`config.mk`:
```
export PLATFORM = sky130hd
export DESIGN_NAME = id_ex_stage
export DESIGN_NICKNAME = d
export VERILOG_FILES = /design/src/rtl/mips_pkg.sv /design/src/rtl/alu_control.sv /design/src/rtl/id_ex_stage.sv
export SDC_FILE = /design/constraint.sdc
export NUM_CORES = 1
export LEC_CHECK = 0
export BUFFER_PORTS_ARGS = -buffer_cell sky130_fd_sc_hd__buf_2
export CORE_MARGIN = 2
export CORE_UTILIZATION = 54
export CTS_CLUSTER_DIAMETER = 100
export CTS_CLUSTER_SIZE = 28
export DETAILED_ROUTE_END_ITERATION = 8
export PLACE_DENSITY = 0.86
export REMOVE_ABC_BUFFERS = 1
export SETUP_SLACK_MARGIN = 0.2
export SYNTH_ARGS = -nofsm -noshare
export SYNTH_HDL_FRONTEND = slang
export SYNTH_SLANG_ARGS = --single-unit
```
`constraint.sdc`:
```
create_clock -name clk -period 1.85 [get_ports clk]
set_input_delay 0.555 -clock clk [delete_from_list [all_inputs] [get_ports clk]]
set_output_delay 0.555 -clock clk [all_outputs]
set_load 0.01 [all_outputs]
```
`src/rtl/mips_pkg.sv`:
```
// Shared MIPS decode constants: ALU operator codes, aluop encodings and R-type funct codes.
// Imported by the ID/EX stage and its ALU-control decoder.
package mips_pkg;

  localparam int OPW = 4;

  localparam logic [OPW-1:0] ALU_AND = 4'b0000;
  localparam logic [OPW-1:0] ALU_OR  = 4'b0001;
  localparam logic [OPW-1:0] ALU_ADD = 4'b0010;
  localparam logic [OPW-1:0] ALU_SUB = 4'b0110;
  localparam logic [OPW-1:0] ALU_SLT = 4'b0111;
  localparam logic [OPW-1:0] ALU_NOR = 4'b1100;
  localparam logic [OPW-1:0] ALU_NOP = 4'b1111;

  typedef enum logic [1:0] {
    ALUOP_ADD   = 2'b00,
    ALUOP_SUB   = 2'b01,
    ALUOP_RTYPE = 2'b10,
    ALUOP_OR    = 2'b11
  } aluop_e;

  localparam logic [5:0] FUNCT_ADD = 6'b100000;
  localparam logic [5:0] FUNCT_SUB = 6'b100010;
  localparam logic [5:0] FUNCT_AND = 6'b100100;
  localparam logic [5:0] FUNCT_OR  = 6'b100101;
  localparam logic [5:0] FUNCT_SLT = 6'b101010;
  localparam logic [5:0] FUNCT_NOR = 6'b100111;

endpackage

```
`src/rtl/alu_control.sv`:
```
// Combinational ALU-control decoder: aluop/funct -> 4-bit ALU operator.
// funct_ok is low only for an R-type with an unsupported funct (operator then ALU_NOP).
module alu_control
  import mips_pkg::*;
(
  input  logic [1:0]     aluop,
  input  logic [5:0]     funct,
  output logic [OPW-1:0] operador,
  output logic           funct_ok
);

  always_comb begin
    operador = ALU_NOP;
    funct_ok = 1'b1;
    case (aluop_e'(aluop))
      ALUOP_ADD: operador = ALU_ADD;
      ALUOP_SUB: operador = ALU_SUB;
      ALUOP_OR:  operador = ALU_OR;
      ALUOP_RTYPE: begin
        case (funct)
          FUNCT_ADD: operador = ALU_ADD;
          FUNCT_SUB: operador = ALU_SUB;
          FUNCT_AND: operador = ALU_AND;
          FUNCT_OR:  operador = ALU_OR;
          FUNCT_SLT: operador = ALU_SLT;
          FUNCT_NOR: operador = ALU_NOR;
          default: begin
            operador = ALU_NOP;
            funct_ok = 1'b0;
          end
        endcase
      end
      default: operador = ALU_NOP;
    endcase
  end

endmodule

```
`src/rtl/id_ex_stage.sv`:
```
// ID/EX pipeline register: operand/immediate select, ALU decode, branch target; 1-cycle latency.
// Edge priority flush > stall > load; ILLEGAL_OP_EN enables trapping of unsupported R-type funct.
module id_ex_stage
  import mips_pkg::*;
#(
  parameter int SIZEDATA = 32,
  parameter int OP       = 4,
  parameter int REGADDR  = 5
) (
  input  logic                clk,
  input  logic                rst_n,
  input  logic                stall,
  input  logic                flush,
  input  logic                valid_in,
  input  logic [SIZEDATA-1:0] pc4_in,
  input  logic [SIZEDATA-1:0] rs_dato,
  input  logic [SIZEDATA-1:0] rt_dato,
  input  logic [15:0]         inmediato,
  input  logic [REGADDR-1:0]  rt_dir,
  input  logic [REGADDR-1:0]  rd_dir,
  input  logic [1:0]          aluop,
  input  logic                alusrc,
  input  logic                regdst,
  input  logic                ext_cero,
  input  logic                regwrite_in,
  input  logic                memread_in,
  input  logic                memwrite_in,
  input  logic                memtoreg_in,
  input  logic                branch_in,
  output logic [SIZEDATA-1:0] a,
  output logic [SIZEDATA-1:0] b,
  output logic [OP-1:0]       operador,
  output logic [SIZEDATA-1:0] dato_store,
  output logic [REGADDR-1:0]  dest,
  output logic [SIZEDATA-1:0] target_salto,
  output logic                regwrite,
  output logic                memread,
  output logic                memwrite,
  output logic                memtoreg,
  output logic                branch,
  output logic                valid,
  output logic                ilegal
);

  logic [OPW-1:0]      op_dec;
  logic                funct_ok;
  logic [SIZEDATA-1:0] imm_sext;
  logic [SIZEDATA-1:0] imm_ext;
  logic [SIZEDATA-1:0] b_nxt;
  logic [SIZEDATA-1:0] target_nxt;
  logic                bad_funct;
  logic                kill_wr;

  alu_control u_alu_control (
    .aluop    (aluop),
    .funct    (inmediato[5:0]),
    .operador (op_dec),
    .funct_ok (funct_ok)
  );

  assign imm_sext   = {{(SIZEDATA-16){inmediato[15]}}, inmediato};
  assign imm_ext    = ext_cero ? {{(SIZEDATA-16){1'b0}}, inmediato} : imm_sext;
  assign b_nxt      = alusrc ? imm_ext : rt_dato;
  // Branch offsets are always signed, independent of ext_cero.
  assign target_nxt = pc4_in + (imm_sext << 2);
  assign bad_funct  = valid_in & (aluop_e'(aluop) == ALUOP_RTYPE) & ~funct_ok;

`ifdef ILLEGAL_OP_EN
  assign kill_wr = bad_funct;
`else
  logic unused_bad_funct;
  assign unused_bad_funct = bad_funct;
  assign kill_wr = 1'b0;
`endif

  always_ff @(posedge clk or negedge rst_n) begin
    if (!rst_n) begin
      a            <= '0;
      b            <= '0;
      operador     <= '0;
      dato_store   <= '0;
      dest         <= '0;
      target_salto <= '0;
      regwrite     <= 1'b0;
      memread      <= 1'b0;
      memwrite     <= 1'b0;
      memtoreg     <= 1'b0;
      branch       <= 1'b0;
      valid        <= 1'b0;
    end else if (flush) begin
      a            <= '0;
      b            <= '0;
      operador     <= '0;
      dato_store   <= '0;
      dest         <= '0;
      target_salto <= '0;
      regwrite     <= 1'b0;
      memread      <= 1'b0;
      memwrite     <= 1'b0;
      memtoreg     <= 1'b0;
      branch       <= 1'b0;
      valid        <= 1'b0;
    end else if (!stall) begin
      a            <= rs_dato;
      b            <= b_nxt;
      operador     <= OP'(op_dec);
      dato_store   <= rt_dato;
      dest         <= regdst ? rd_dir : rt_dir;
      target_salto <= target_nxt;
      // A bubble (valid_in low) still carries data, but never its side effects.
      regwrite     <= valid_in & regwrite_in & ~kill_wr;
      memread      <= valid_in & memread_in & ~kill_wr;
      memwrite     <= valid_in & memwrite_in & ~kill_wr;
      memtoreg     <= valid_in & memtoreg_in;
      branch       <= valid_in & branch_in;
      valid        <= valid_in;
    end
  end

`ifdef ILLEGAL_OP_EN
  always_ff @(posedge clk or negedge rst_n) begin
    if (!rst_n) begin
      ilegal <= 1'b0;
    end else if (flush) begin
      ilegal <= 1'b0;
    end else if (!stall) begin
      ilegal <= bad_funct;
    end
  end
`else
  assign ilegal = 1'b0;
`endif

endmodule

```
==> run metrics <==
synth top area cells=dfrtp_1, mux2i_1, nor2_1; Syn. warnings=0; RSZ-0062 raised after global routing=true; Worst Setup SP=pc4_in[2]; Vias=7817; # DRC=0; CP required=2.21 ns; Ports=281; setup skew after layout=0 ns; effective utilization at floorplan=54.9%; Tmin final=2.29 ns; post-route cell area=0.0111 mm^2; Pleak=slightly below 6 nW; Final Max Tran Viols=0; Worst R2R Start=target_salto[31]$_DFFE_PN0P_; Vias per Instance=5.72; pre-CTS WS=-1.10 ns; hpwl dp=~18 mm; overall routing resource usage=33.6%; vias in the first global route=7755; setup_tns=-5.38 ns; final wirelength=26.1 mm; Crit. End Element=flip-flop; CP Launch Type=input port; Port Buffers=between 200 and 300; FFs w/ async S/R, synth=100%; placer congestion estimate=0.948; most frequent cells in the layout=buf_2, nor2_1, dfrtp_1, buf_4, mux2i_1; Reg2Reg Depth=3; Pre-antenna DRT Iters=5; Routed wire per std cell=19.1 um; failing checks=negative setup slack; Worst EP arrival=2.64 ns; hold_ws=0.0261 ns; H-tree levels=4; max cap viols=0; mapped cell area=0.00756 mm^2; Final period util=124%; status=finished with violations; chip width=roughly 120 um; Critical path destination=target_salto[22]$_DFFE_PN0P_; layout cells sized above 1=42.8%; Routed Antenna Nets=0; Synth top area share=47.3%; Max Clk Rate=between 0.4 and 0.5 GHz; nets=1340; Root Buffer=clkbuf_16; largest net degree at the start of global routing=90; endpoints failing setup=21; initial antenna violation count=0; fill count=842; most common cell after layout, fill and taps aside=buf_2; hold crit path type=in -> async; Die Y=122 um; Cells after Synth=796; r2r setup slk=0.96 ns; total CTS buffers=17; Syn Area/Cell=9.50 um^2; Worst VDD drop=588 uV; Power Density=between 800 and 900 mW/mm^2; gr ovfl total=0; critical setup path kind=in -> reg; EDFF count, synth=0; reg2reg end=target_salto[31]$_DFFE_PN0P_; antenna diode count=0; Seq/Total Area, Yosys=47.3%; Worst-path clk slew=0.06 ns; area grow syn2layout=46.9%; Clock Latency Late Sink=approximately 0.42 ns; fin worst setup slack=-0.436 ns; Core Area=between 0.01 and 0.015 mm^2; CTS sink count=roughly 140; top_reg_cell synth=dfrtp_1; DRT iter0 DRCs=between 500 and 600; library cells used by synthesis=54; TritonCTS clock tree=done; dominant cell type by area after synthesis=dfrtp_1; FF+latch count, synth=about 140; worst-path maximum fanout=4; Final Power=9.17 mW; Post-Place Cell Area=approximately 0.010 mm^2; Site Rows=43; first-pass GRT wire length=38.9 mm; Final Hold Viols=0; CTS Buffer Depth=2; Die ar.=~0.015 mm^2
-- metrics by stage --
stage | instances | util, %
after global placement | 1330 | 73.0
after CTS | 1364 | 78.3
after floorplan | 744 | -
final | 1366 | 80.7
after detailed placement | 1330 | 73.0
after global routing | 1366 | 80.7
-- cells by family after synthesis --
logic type	after synthesis	share of synthesized area, %
other	1	0.0496
multiplexers	92	12.2
AO/OA/AOI/OAI	169	14.0
XOR/XNOR	24	2.78
AND/OR/NAND/NOR	273	15.3
adder cells (fa/ha/maj)	30	5.06
flip-flops	143	47.3
buffers and inverters	64	3.29
-- report_power, final --
part           leakage (nW)  switching [mW]  internal (mW)  total, mW
Combinational          3.76            1.23           1.07       2.30
Sequential             1.90           0.124           3.34       3.46
Clock                 0.286            1.42           1.99       3.41
Total                  5.95            2.77           6.40       9.17
-- layout make-up --
class / instances / area, um^2 / share of cell area [%]
flip-flops and latches: 143 / 3580 / 32.2
clock inverters: 12 / 123 / 1.10
well taps: 180 / 225 / 2.03
clock buffers: 20 / 467 / 4.20
inverters: 12 / 45.0 / 0.405
multi-input cells: 589 / 4120 / 37.1
repair buffers: 410 / 2550 / 23.0
-- critical path, stage by stage --
cell,delay (ns)
buf_8,0.08
ha_4,0.15
inv_2,0.04
fa_2,0.37
nor2b_4,0.16
o2111ai_2,0.14
a21oi_2,0.25
buf_4,0.17
o31ai_4,0.09
o21ai_2,0.22
buf_6,0.14
xor2_1,0.15
a22o_1,0.14
-- flip-flops by register name, indices dropped and copies added (netlist names) --
register / count
regwrite: 1
branch: 1
memread: 1
operador: 4
valid: 1
memwrite: 1
dest: 5
a: 32
dato_store: 32
memtoreg: 1
target_salto: 32
b: 32
-- routing by layer --
layer	GRT usage [%]	vias to the layer above	routed length, um
met5	0	-	0
met4	12.7	0	919
met3	7.57	84	1900
met2	59.8	401	13600
met1	39.6	3809	9710
li1	-	3523	-
-- synthesized netlist by cell type, types with 2 or more instances --
cell       instances
a211oi_1           2
a21o_1            10
a21oi_1           70
a22o_1            12
a22oi_1            6
a31oi_1            2
and2_1             2
buf_1              7
buf_2              3
clkbuf_1          40
dfrtp_1          143
ha_1              29
inv_1             12
mux2i_1           91
nand2_1           56
nand2b_1           6
nand3_1           13
nand4_1            7
nand4b_1           2
nor2_1           158
nor2b_1            7
nor3_1            11
nor4_1             2
o2111ai_1          3
o211ai_1           5
o21a_1             4
o21ai_0           33
o21ai_1            2
o21bai_1           5
o31a_1             2
o31ai_2            2
o41ai_1            2
or3_1              4
xnor2_1           20
xor2_1             4
-- how the worst min path moves through the flow --
| stage | from | end | slack [ns] | cells past startpoint |
|---|---|---|---|---|
| 4_1_cts | rst_n | dest[4]$_DFFE_PN0P_ | 0.03 | 1 |
| 3_3_place_gp | b[29]$_DFFE_PN0P_ | b[29]$_DFFE_PN0P_ | 0.45 | 2 |
| 3_5_place_dp | operador[3]$_DFFE_PN0P_ | operador[3]$_DFFE_PN0P_ | 0.46 | 2 |
| 5_1_grt | rst_n | dest[4]$_DFFE_PN0P_ | 0.04 | 1 |
| 2_1_floorplan | rst_n | a[0]$_DFFE_PN0P_ | 0.26 | 0 |
| 6_report | rst_n | dest[4]$_DFFE_PN0P_ | 0.03 | 1 |
-- repair_timing --
| item | CTS | global route |
|---|---|---|
| setup buffers | 2 | 2 |
| gates resized for setup | 28 | 61 |
| hold endpoints to repair | 0 | 0 |
| pin swaps | 13 | 50 |
| endpoints found under the setup margin | 24 | 26 |
| hold buffers | 0 | 0 |
(Power assumes the default switching activity.)
